## src/rtl/mem_bus_arbiter_if.sv

```systemverilog
// Bus bundle between the two core masters, the arbiter and the RAM/IO port.
// The arbiter connects through the slave modport; the core/memory side uses master.
interface mem_bus_arbiter_if;
    logic        if_req;
    logic [31:0] if_addr;
    logic [31:0] if_rdata;
    logic        if_ack;
    logic        d_req;
    logic        d_we;
    logic [31:0] d_addr;
    logic [31:0] d_wdata;
    logic [31:0] d_rdata;
    logic        d_ack;
    logic [31:0] mem_addr;
    logic [31:0] mem_wdata;
    logic [31:0] rd_ram_dat;
    logic [31:0] rd_io_dat;
    logic        ram_wr;
    logic        io_wr;
    logic        busy;

    modport slave (
        input  if_req, if_addr, d_req, d_we, d_addr, d_wdata, rd_ram_dat, rd_io_dat,
        output if_rdata, if_ack, d_rdata, d_ack, mem_addr, mem_wdata, ram_wr, io_wr, busy
    );

    modport master (
        output if_req, if_addr, d_req, d_we, d_addr, d_wdata, rd_ram_dat, rd_io_dat,
        input  if_rdata, if_ack, d_rdata, d_ack, mem_addr, mem_wdata, ram_wr, io_wr, busy
    );
endinterface

```

## src/rtl/mem_bus_arbiter.sv

```systemverilog
// Two-master arbiter for the shared RAM/IO port: alternating grant on contention,
// region decode on addr[31:28], IO wait states and registered read-data capture.
//
// state  | meaning
// IDLE   | no transaction; grant a pending request
// ACCESS | one cycle with address on the bus; write strobe for writes
// WAIT   | IO wait states, counter counts down to 1
// RESP   | one-cycle ack to the granted master
module mem_bus_arbiter #(
    parameter logic [3:0]  RAM_ADDR = 4'h2,
    parameter logic [3:0]  IO_ADDR  = 4'h4,
    parameter int unsigned IO_WAIT  = 2
) (
    input  logic              clk,
    input  logic              rst,
    mem_bus_arbiter_if.slave  bus
);

    typedef enum logic [1:0] {S_IDLE, S_ACCESS, S_WAIT, S_RESP} state_t;

    localparam logic [3:0] IO_WAIT_C = 4'(IO_WAIT);

    state_t      state_q, state_d;
    logic        gnt_data_q, gnt_data_d;
    logic        last_data_q, last_data_d;
    logic        we_q, we_d;
    logic [3:0]  cnt_q, cnt_d;
    logic [31:0] mem_addr_q, mem_addr_d;
    logic [31:0] mem_wdata_q, mem_wdata_d;
    logic [31:0] if_rdata_q, if_rdata_d;
    logic [31:0] d_rdata_q, d_rdata_d;

    logic [3:0]  region;
    logic        is_ram;
    logic        is_io;
    logic [31:0] rd_sel;
    logic        pick_data;
    logic        capture;

    assign region = mem_addr_q[31:28];
    assign is_ram = (region == RAM_ADDR);
    assign is_io  = (region == IO_ADDR);
    assign rd_sel = is_ram ? bus.rd_ram_dat : (is_io ? bus.rd_io_dat : 32'h0);

    always_ff @(posedge clk or posedge rst) begin
        if (rst) begin
            state_q     <= S_IDLE;
            gnt_data_q  <= 1'b0;
            last_data_q <= 1'b0;
            we_q        <= 1'b0;
            cnt_q       <= 4'd0;
            mem_addr_q  <= 32'h0;
            mem_wdata_q <= 32'h0;
            if_rdata_q  <= 32'h0;
            d_rdata_q   <= 32'h0;
        end else begin
            state_q     <= state_d;
            gnt_data_q  <= gnt_data_d;
            last_data_q <= last_data_d;
            we_q        <= we_d;
            cnt_q       <= cnt_d;
            mem_addr_q  <= mem_addr_d;
            mem_wdata_q <= mem_wdata_d;
            if_rdata_q  <= if_rdata_d;
            d_rdata_q   <= d_rdata_d;
        end
    end

    always_comb begin
        state_d     = state_q;
        gnt_data_d  = gnt_data_q;
        last_data_d = last_data_q;
        we_d        = we_q;
        cnt_d       = cnt_q;
        mem_addr_d  = mem_addr_q;
        mem_wdata_d = mem_wdata_q;
        if_rdata_d  = if_rdata_q;
        d_rdata_d   = d_rdata_q;
        capture     = 1'b0;
        // On a tie the master that did not win last time goes first.
        pick_data   = bus.d_req && (!bus.if_req || !last_data_q);

        case (state_q)
            S_IDLE: begin
                if (bus.if_req || bus.d_req) begin
                    gnt_data_d  = pick_data;
                    last_data_d = pick_data;
                    mem_addr_d  = pick_data ? bus.d_addr : bus.if_addr;
                    mem_wdata_d = pick_data ? bus.d_wdata : 32'h0;
                    we_d        = pick_data && bus.d_we;
                    state_d     = S_ACCESS;
                end
            end
            S_ACCESS: begin
                cnt_d = is_io ? IO_WAIT_C : 4'd0;
                if (is_io && (IO_WAIT_C != 4'd0)) begin
                    state_d = S_WAIT;
                end else begin
                    state_d = S_RESP;
                    capture = 1'b1;
                end
            end
            S_WAIT: begin
                cnt_d = cnt_q - 4'd1;
                if (cnt_q == 4'd1) begin
                    state_d = S_RESP;
                    capture = 1'b1;
                end
            end
            S_RESP: begin
                state_d = S_IDLE;
            end
            default: state_d = S_IDLE;
        endcase

        if (capture && !we_q) begin
            if (gnt_data_q) d_rdata_d  = rd_sel;
            else            if_rdata_d = rd_sel;
        end
    end

    always_comb begin
        bus.busy      = (state_q != S_IDLE);
        bus.ram_wr    = (state_q == S_ACCESS) && we_q && is_ram;
        bus.io_wr     = (state_q == S_ACCESS) && we_q && is_io;
        bus.d_ack     = (state_q == S_RESP) && gnt_data_q;
        bus.if_ack    = (state_q == S_RESP) && !gnt_data_q;
        bus.mem_addr  = mem_addr_q;
        bus.mem_wdata = mem_wdata_q;
        bus.if_rdata  = if_rdata_q;
        bus.d_rdata   = d_rdata_q;
    end

endmodule

```

## src/flat_wrapper.sv

```systemverilog
// flat-port wrapper written by rule: the top's interface ports become plain ports
module mem_bus_arbiter_flat 
#(
    parameter logic [3:0]  RAM_ADDR = 4'h2,
    parameter logic [3:0]  IO_ADDR  = 4'h4,
    parameter int unsigned IO_WAIT  = 2
)
  (clk, rst, bus_if_req, bus_if_addr, bus_d_req, bus_d_we, bus_d_addr, bus_d_wdata, bus_rd_ram_dat, bus_rd_io_dat, bus_if_rdata, bus_if_ack, bus_d_rdata, bus_d_ack, bus_mem_addr, bus_mem_wdata, bus_ram_wr, bus_io_wr, bus_busy);
  mem_bus_arbiter_if bus_i ();
  input  logic clk;
  input  logic rst;
  input wire logic [$bits(bus_i.if_req)-1:0] bus_if_req;
  input wire logic [$bits(bus_i.if_addr)-1:0] bus_if_addr;
  input wire logic [$bits(bus_i.d_req)-1:0] bus_d_req;
  input wire logic [$bits(bus_i.d_we)-1:0] bus_d_we;
  input wire logic [$bits(bus_i.d_addr)-1:0] bus_d_addr;
  input wire logic [$bits(bus_i.d_wdata)-1:0] bus_d_wdata;
  input wire logic [$bits(bus_i.rd_ram_dat)-1:0] bus_rd_ram_dat;
  input wire logic [$bits(bus_i.rd_io_dat)-1:0] bus_rd_io_dat;
  output wire logic [$bits(bus_i.if_rdata)-1:0] bus_if_rdata;
  output wire logic [$bits(bus_i.if_ack)-1:0] bus_if_ack;
  output wire logic [$bits(bus_i.d_rdata)-1:0] bus_d_rdata;
  output wire logic [$bits(bus_i.d_ack)-1:0] bus_d_ack;
  output wire logic [$bits(bus_i.mem_addr)-1:0] bus_mem_addr;
  output wire logic [$bits(bus_i.mem_wdata)-1:0] bus_mem_wdata;
  output wire logic [$bits(bus_i.ram_wr)-1:0] bus_ram_wr;
  output wire logic [$bits(bus_i.io_wr)-1:0] bus_io_wr;
  output wire logic [$bits(bus_i.busy)-1:0] bus_busy;
  assign bus_i.if_req = bus_if_req;
  assign bus_i.if_addr = bus_if_addr;
  assign bus_i.d_req = bus_d_req;
  assign bus_i.d_we = bus_d_we;
  assign bus_i.d_addr = bus_d_addr;
  assign bus_i.d_wdata = bus_d_wdata;
  assign bus_i.rd_ram_dat = bus_rd_ram_dat;
  assign bus_i.rd_io_dat = bus_rd_io_dat;
  assign bus_if_rdata = bus_i.if_rdata;
  assign bus_if_ack = bus_i.if_ack;
  assign bus_d_rdata = bus_i.d_rdata;
  assign bus_d_ack = bus_i.d_ack;
  assign bus_mem_addr = bus_i.mem_addr;
  assign bus_mem_wdata = bus_i.mem_wdata;
  assign bus_ram_wr = bus_i.ram_wr;
  assign bus_io_wr = bus_i.io_wr;
  assign bus_busy = bus_i.busy;
  mem_bus_arbiter #(.RAM_ADDR(RAM_ADDR), .IO_ADDR(IO_ADDR), .IO_WAIT(IO_WAIT)) u_core (.clk(clk), .rst(rst), .bus(bus_i));
endmodule
```

## config.mk

```make
export PLATFORM = sky130hd
export DESIGN_NAME = mem_bus_arbiter_flat
export DESIGN_NICKNAME = d
export VERILOG_FILES = /design/src/rtl/mem_bus_arbiter_if.sv /design/src/rtl/mem_bus_arbiter.sv /design/src/flat_wrapper.sv
export SDC_FILE = /design/constraint.sdc
export NUM_CORES = 1
export LEC_CHECK = 0
export ABC_AREA = 0
export CORE_UTILIZATION = 45
export CTS_CLUSTER_SIZE = 40
export DETAILED_ROUTE_END_ITERATION = 6
export GPL_ROUTABILITY_DRIVEN = 0
export GPL_TIMING_DRIVEN = 0
export PLACE_DENSITY = 0.87
export SLEW_MARGIN = 20
export SYNTH_ARGS = -nofsm -noshare
export SYNTH_HDL_FRONTEND = slang
export SYNTH_SLANG_ARGS = --single-unit
```

## constraint.sdc

```tcl
create_clock -name clk -period 7 [get_ports clk]
set_clock_uncertainty 0.1 [all_clocks]
set_input_delay 0.7 -clock clk [delete_from_list [all_inputs] [get_ports clk]]
set_output_delay 0.7 -clock clk [all_outputs]
set_load 0.005 [all_outputs]
```

# Yosys cells after proc, flatten, opt, wreduce, memory -nomap -nowiden
# Cells that the tools add are included.
# op_classes
addsub,1
eq_ne,8
mux,13
bitwise,1
n_reduce_logical,20
# op_table
operator,count
2-to-1 mux 32 bit,4
logical AND 1 bit,8
case mux 2 bit (4 select lines),1
case mux 4 bit (2 select lines),1
AND reduction 2 bit,4
2-to-1 mux 2 bit,3
"== test 2 bit, second input constant",2
"== test 4 x 1 -> 1 bit, second input constant",1
"== test 4 x 2 -> 1 bit, second input constant",1
"== test 4 x 3 -> 1 bit, second input constant",1
"inequality test 2 x 1 -> 1 bit, second input constant",2
nonzero test 2 bit,2
"subtractor 4 x 1 -> 4 bit, second input constant",1
logical NOT 1 bit,3
2-to-1 mux 1 bit,3
"== test 2 x 1 -> 1 bit, second input constant",1
logical NOT 2 bit,1
logical OR 1 bit,2
case mux 1 bit (2 select lines),1
NOT 1 bit,1
# totals
regBits,136
out_inout_bits,133

# Longest topological paths before layout
# Gate-level depths: netlist (run 1).
# depth
depth_word,5
ltp_mapped,7
mapped_depth_nobuf,5

# Least setup slack after synthesis (run 1)
# OpenSTA, ideal clock, no wires.
# synth_path
kind,register to output
startpoint,register u_core.mem_addr_q[28] (netlist: u_core.bus.mem_addr[28])
endpoint,output bus_ram_wr
arrival_time_ns,1.371
path_slack_ns,4.829
stages_incl_launch_ff,5
path_buffers,2
cell_sequence,dfrtp_1 -> or2_2 -> clkbuf_1 -> clkbuf_1 -> nor4b_1
# synth_between
elab_chain_cells,2
# synth_rtl
item,line,text
"start, declared",mem_bus_arbiter.sv:28,"logic [31:0] mem_addr_q, mem_addr_d;"
"start signal, assigned",mem_bus_arbiter.sv:62,mem_addr_q <= mem_addr_d;
== test 4 x 2 -> 1 bit,mem_bus_arbiter.sv:41,assign is_ram = (region == RAM_ADDR);
logical AND 1 bit,mem_bus_arbiter.sv:124,bus.ram_wr = (state_q == S_ACCESS) && we_q && is_ram;
"end, declared",flat_wrapper.sv:26,output wire logic [$bits(bus_i.ram_wr)-1:0] bus_ram_wr;
# No other way between the ends.

# Worst setup path in the final report (run 1)
# layout_path
startpoint,register u_core.mem_addr_q[30] (netlist: u_core.bus.mem_addr[30])
endpoint,output bus_io_wr
# layout_between
elab_chain_cells,2
# layout_rtl
item,line,text
== test 4 x 3 -> 1 bit,mem_bus_arbiter.sv:42,assign is_io = (region == IO_ADDR);
logical AND 1 bit,mem_bus_arbiter.sv:125,bus.io_wr = (state_q == S_ACCESS) && we_q && is_io;
"end, declared",flat_wrapper.sv:27,output wire logic [$bits(bus_i.io_wr)-1:0] bus_io_wr;
# No other way between the ends.

==> results of run 1 <==
[kinds of logic (layout without fill, tap and decap cells)]
group,count (synthesis),after routing,share of synthesized area
multiplexers,99,99,0.1855
AO/OA/AOI/OAI,111,111,0.1125
adder cells (fa/ha/maj),7,7,0.01370
buffers and inverters,52,382,0.03874
AND/OR/NAND/NOR,117,117,0.1174
flip-flops,136,136,0.5322
[cells in the mapped netlist (2+ instances only)]
| master | count |
|---|---|
| mux2_2 | 33 |
| buf_6 | 6 |
| o21ai_0 | 34 |
| clkbuf_1 | 29 |
| nand3b_1 | 64 |
| inv_1 | 9 |
| a211oi_1 | 2 |
| nor2_1 | 3 |
| ha_1 | 7 |
| mux2_1 | 3 |
| mux2_4 | 30 |
| buf_2 | 6 |
| dfrtp_1 | 136 |
| a21oi_1 | 34 |
| buf_1 | 2 |
| nor2b_1 | 2 |
| nor3b_1 | 2 |
| nand2_1 | 33 |
| a22o_1 | 33 |
| and2_1 | 2 |
| mux2i_1 | 33 |
[area by class of cell]
cell class	count	share of cell area
clock buffers	21	0.04499
repair buffers	298	0.2932
inverters	9	0.004034
multi-input cells	334	0.2681
well taps	180	0.02200
flip-flops and latches	136	0.3325
plain buffers	43	0.02090
clock inverters	11	0.01430
[routing by layer]
metal | GRT usage | up-vias | share of wire
li1 | - | 2515 | -
met5 | 0 | - | 0
met4 | 0.1373 | 0 | 0.034
met1 | 0.3162 | 2678 | 0.36
met2 | 0.5257 | 297 | 0.53
met3 | 0.07331 | 51 | 0.074
[tightest hold or removal path, stage by stage (launching register included)]
cell     delay, ns
dfrtp_1       0.34
nand2_1       0.05
o21ai_0       0.06
[per-stage QoR]
stage / worst slack (ns) / cell area [um2] / instances / hold slack [ns] / power, mW
after floorplan: 2.561 / 6395 / 522 / 0.3733 / 2.267
after global placement: 0.9130 / 9593 / 999 / 0.3616 / 3.271
after detailed placement: 3.992 / 9628 / 1000 / 0.3743 / 3.369
after CTS: 3.529 / 10230 / 1032 / 0.3876 / 4.308
after global routing: 3.353 / 10230 / 1032 / 0.4149 / 4.525
final: 3.540 / 10230 / 1032 / 0.3808 / 4.294
[sequential cells by signal (all words and copies together), names as in the netlist]
register,count
u_core.bus.d_rdata,32
u_core.bus.if_rdata,32
u_core.bus.mem_addr,32
u_core.bus.mem_wdata,32
u_core.cnt_q,4
u_core.state_q,2
u_core.gnt_data_q,1
u_core.we_q,1
[report_power, final]
part / internal (mW) / total (mW) / switching [mW]
sequential: 1.13 / 1.37 / 0.242
clock: 0.579 / 0.924 / 0.345
combinational: 1.16 / 2.00 / 0.839
total: 2.87 / 4.29 / 1.43
[final timing paths]
kind,endpoint,slack (ns)
max,bus_io_wr,3.54
min,u_core.bus.mem_addr[2],0.38
max reg2reg,u_core.bus.if_rdata[13],4.48
min reg2reg,u_core.bus.mem_addr[2],0.38
max in group asynchronous,u_core.bus.d_rdata[24],5.50
min in group asynchronous,u_core.bus.mem_wdata[25],0.58
==> qor.csv, run 1 <==
metric;value;unit
clock buffer depth;2;
WL/cell;20.21;um
final wirelength;20860;um
Die W;121.2;um
commonest cells after routing, fill and taps aside;clkdlybuf4s50_1 (297), dfrtp_1 (136), nand3b_1 (64);
crit-path max FO;10;
Max-Cap Viols;0;
Crit path top cell by count;clkbuf_1;
CTS clock-pin slew for the worst setup and hold paths;0.06;ns
DRC;0;
FF/Latch Area;0.003403;mm2
# resized after CTS;0;
antenna cells;0;
Num CTS Buffers;17;
FF-to-FF path depth;7;
Setup crit end kind;primary output;
commonest non-fill, non-tap cell in the layout;clkdlybuf4s50_1;
drt via density;5.369;
# H-tree levels;4;
EDFF count, synth;0;
Setup Viol. Count Final;0;
Worst Tran Pin Value;0.6455;ns
Synth area leaders;dfrtp_1 (53%), nand3b_1 (7.5%), mux2_4 (7.0%), mux2_2 (5.8%), mux2i_1 (5.2%);
Mapped Nets;694;
Syn. warnings;0;
CP startpoint;u_core.bus.mem_addr[30];
initial drt markers;245;
initial antenna violation count;0;
I/O Buffers;297;
Setup crit start kind;flop;
outcome;finished clean;
setup bufs post-CTS;0;
Synth Flop Type;dfrtp_1;
Area Growth Syn to Fin;60.05;%
Tmin final;3.460;ns
register area share after synthesis;0.5322;
worst vdd ir;0.2127;mV
hold path start;u_core.bus.mem_addr[2];
Hold Crit Depth;2;
Post-Syn Area per Cell;12.25;um2
clock latency on the worst-skew pair;0.42;ns
vias in the first global route;5964;
Synth Instances;522;
ys async rst share;1.000;
Initial Utilization;0.4607;
share of the synthesized area in the top cell type;0.5322;
reg-to-reg startpoint;u_core.state_q[0];
WS Path Type;reg -> out;
Core Util, Final;0.7373;
drt pass-1 iters;5;
grt total ovfl;0;
Seq cells post-synth;136;
WP data arrival;2.66;ns
FILL cells;921;
Tot GR Track Use;0.2907;
Synth cell types;40;
row cnt;43;
RSZ-0062 raised after global routing;false;
Fmax;0.2890;GHz
CP max stage delay;0.59;ns
Die ar.;0.01469;mm2
clk root buf;clkbuf_16;
die height;121.2;um
core region area;0.01388;mm2
cell area after synthesis;0.006395;mm2
PwrDens;419.5;mW/mm2
Hold Crit Class;reg -> reg;
fin crit share;0.4943;
CP Depth;5;
CTS tree;built;
Vias;5541;
Max Slew Vio Count;0;
# IOs;298;
Relative slew margins;0.5668;
Antenna Nets Post-Route;0;
Setup TNS;0;ns
CP required;6.20;ns
Final nets;1011;
largest net degree at the start of global routing;81;
Post-CTS Hold Fix Bufs;0;
cell taking the most area after synthesis;dfrtp_1;
crit-path leading delay family;buffers and inverters;
layout cell share with drive strength beyond 1;0.1326;
Critical-path top delay cell;clkdlybuf4s50_1;
Multi-input gate area;0.002744;mm2
CP Cell Sequence;clkbuf_1 -> clkbuf_1 -> inv_1 -> nor4_1 -> clkdlybuf4s50_1;
Crit path buffers/inverters;4;
DP HPWL;15780;um
# clock sinks;136;
first-pass GRT wire length;31660;um
P_leak;4.421;nW
Final Hold Vio Count;0;
Power figures use the tool's default switching activity.
==> inputs of run 2 (changes only) <==
Settings changed: CORE_UTILIZATION 45 to 42, PLACE_DENSITY 0.87 to 0.82.
Clock period 7 ns to 3.5 ns, I/O delays scaled along.
==> qor.csv, run 2 (synthesis gave the netlist of run 1 again) <==
metric;value;unit;change
vias in the first global route;5998;;+0.57%
setup bufs post-CTS;0;;unchanged
Final nets;1014;;+0.30%
P_leak;4.464;nW;+0.96%
worst vdd ir;0.4119;mV;+94%
Area Growth Syn to Fin;61.71;%;
DRC;23;;+23
Antenna Nets Post-Route;0;;unchanged
WS Path Type;reg -> out;;
DP HPWL;15620;um;-1.0%
Max Slew Vio Count;0;;unchanged
PwrDens;840.3;mW/mm2;+100%
Tot GR Track Use;0.2736;;-0.01716
largest net degree at the start of global routing;38;;-53%
Setup crit start kind;flop;;
clock latency on the worst-skew pair;0.42;ns;about the same
commonest cells after routing, fill and taps aside;clkdlybuf4s50_1 (297), dfrtp_1 (136), nand3b_1 (64);;
Worst Tran Pin Value;0.6479;ns;+0.002367 ns
# H-tree levels;4;;unchanged
# resized after CTS;0;;unchanged
crit-path max FO;10;;unchanged
Die W;125.4;um;+3.5%
I/O Buffers;297;;unchanged
Final Hold Vio Count;0;;unchanged
WP data arrival;2.72;ns;+0.06 ns
Tmin final;3.174;ns;
CTS clock-pin slew for the worst setup and hold paths;0.06;ns;about the same
Worst R2R Setup Slack;0.98;ns;-3.50 ns
initial drt markers;300;;+22%
Relative slew margins;0.5681;;+0.001310
clock buffer depth;2;;unchanged
row cnt;44;;+2.3%
Setup crit end kind;primary output;;
Setup TNS;0;ns;unchanged
clk root buf;clkbuf_16;;
fin crit share;0.9068;;
layout cell share with drive strength beyond 1;0.1380;;+0.005383
CP required;3.05;ns;-3.15 ns
die height;125.4;um;+3.5%
Max-Cap Viols;0;;unchanged
total power;8.690;mW;+100%
Fmax;0.3151;GHz;
grt total ovfl;0;;unchanged
drt pass-1 iters;7;;+2
first-pass GRT wire length;32620;um;+3.0%
final wirelength;20620;um;-1.1%
Hold Crit Class;in -> async;;
RSZ-0062 raised after global routing;false;;
CTS tree;built;;
outcome;complete, but fails checks;;
# clock sinks;136;;unchanged
initial antenna violation count;1;;+1
Vias;5566;;+0.45%
# IOs;298;;unchanged
failing checks;design-rule violations;;
commonest non-fill, non-tap cell in the layout;clkdlybuf4s50_1;;
Initial Utilization;0.4351;;-0.02565
Post-CTS Hold Fix Bufs;0;;unchanged
Die ar.;0.01572;mm2;+7.0%
Num CTS Buffers;17;;unchanged
core region area;0.01470;mm2;+5.9%
drt via density;5.352;;-0.32%
WL/cell;19.83;um;-1.9%
Setup Viol. Count Final;0;;unchanged
-- run 2: cell count changes in the layout (fill, tap and decap cells not counted) --
| cell | delta |
|---|---|
| inv_6 | +1 |
| clkinv_4 | +1 |
| inv_8 | -1 |
| clkbuf_8 | -2 |
| diode_2 | +1 |
| clkinvlp_4 | +1 |
| clkbuf_1 | -2 |
| buf_12 | +3 |
| bufinv_16 | +2 |
-- run 2: worst paths after layout --
check                      cells past startpoint                       to                    start
setup reg to reg                               7   u_core.bus.if_rdata[4]        u_core.state_q[0]
max in group asynchronous                      4    u_core.bus.d_rdata[4]                      rst
hold / removal                                 2  u_core.bus.if_rdata[28]                      rst
min in group clk                               2   u_core.bus.mem_addr[7]   u_core.bus.mem_addr[7]
setup / recovery                               5                bus_io_wr  u_core.bus.mem_addr[30]
hold reg to reg                                2   u_core.bus.mem_addr[7]   u_core.bus.mem_addr[7]
-- run 2: critical path, stage by stage, from the launching register on --
cell,delay (ns)
dfrtp_1,0.49
clkbuf_1,0.40
clkbuf_1,0.43
inv_1,0.09
nor4_1,0.29
clkdlybuf4s50_1,0.60
-- run 2: per-layer routing --
layer	up-vias	wire length, um	global-route usage
met5	-	0	0
met4	0	556	0.1133
met3	34	1648	0.08258
met2	252	10600	0.4772
met1	2748	7817	0.3123
li1	2532	-	-
-- run 2: area by class of cell --
| class | count | area, um2 |
|---|---|---|
| tap | 184 | 230.2 |
| antenna | 1 | 2.502 |
| buffer | 43 | 214.0 |
| fill | 1049 | 4358 |
| inverter | 9 | 37.54 |
| clock buffer | 17 | 425.4 |
| sequential | 136 | 3403 |
| timing repair buffer | 301 | 3060 |
| multi-input combinational | 334 | 2744 |
| clock inverter | 15 | 224.0 |
-- run 2: through the flow --
stage	instances	utilization	hold slack, ns	instance area [um2]	setup slack [ns]
2_1_floorplan	522	-	0.3733	6399	1.357
3_3_place_gp	1003	0.6532	0.3625	9602	0.2516
3_5_place_dp	1007	0.6592	0.3698	9689	0.8353
4_1_cts	1039	0.7034	0.2176	10340	0.3403
5_1_grt	1040	0.7035	0.2704	10340	0.1454
6_report	1040	0.7035	0.2113	10340	0.3262
-- run 2: where the power goes --
part | internal, mW | switching, mW | leakage [nW]
Sequential | 2.26 | 0.454 | 1.79
Clock | 1.27 | 0.710 | 0.314
Combinational | 2.32 | 1.68 | 2.36
Total | 5.85 | 2.84 | 4.46
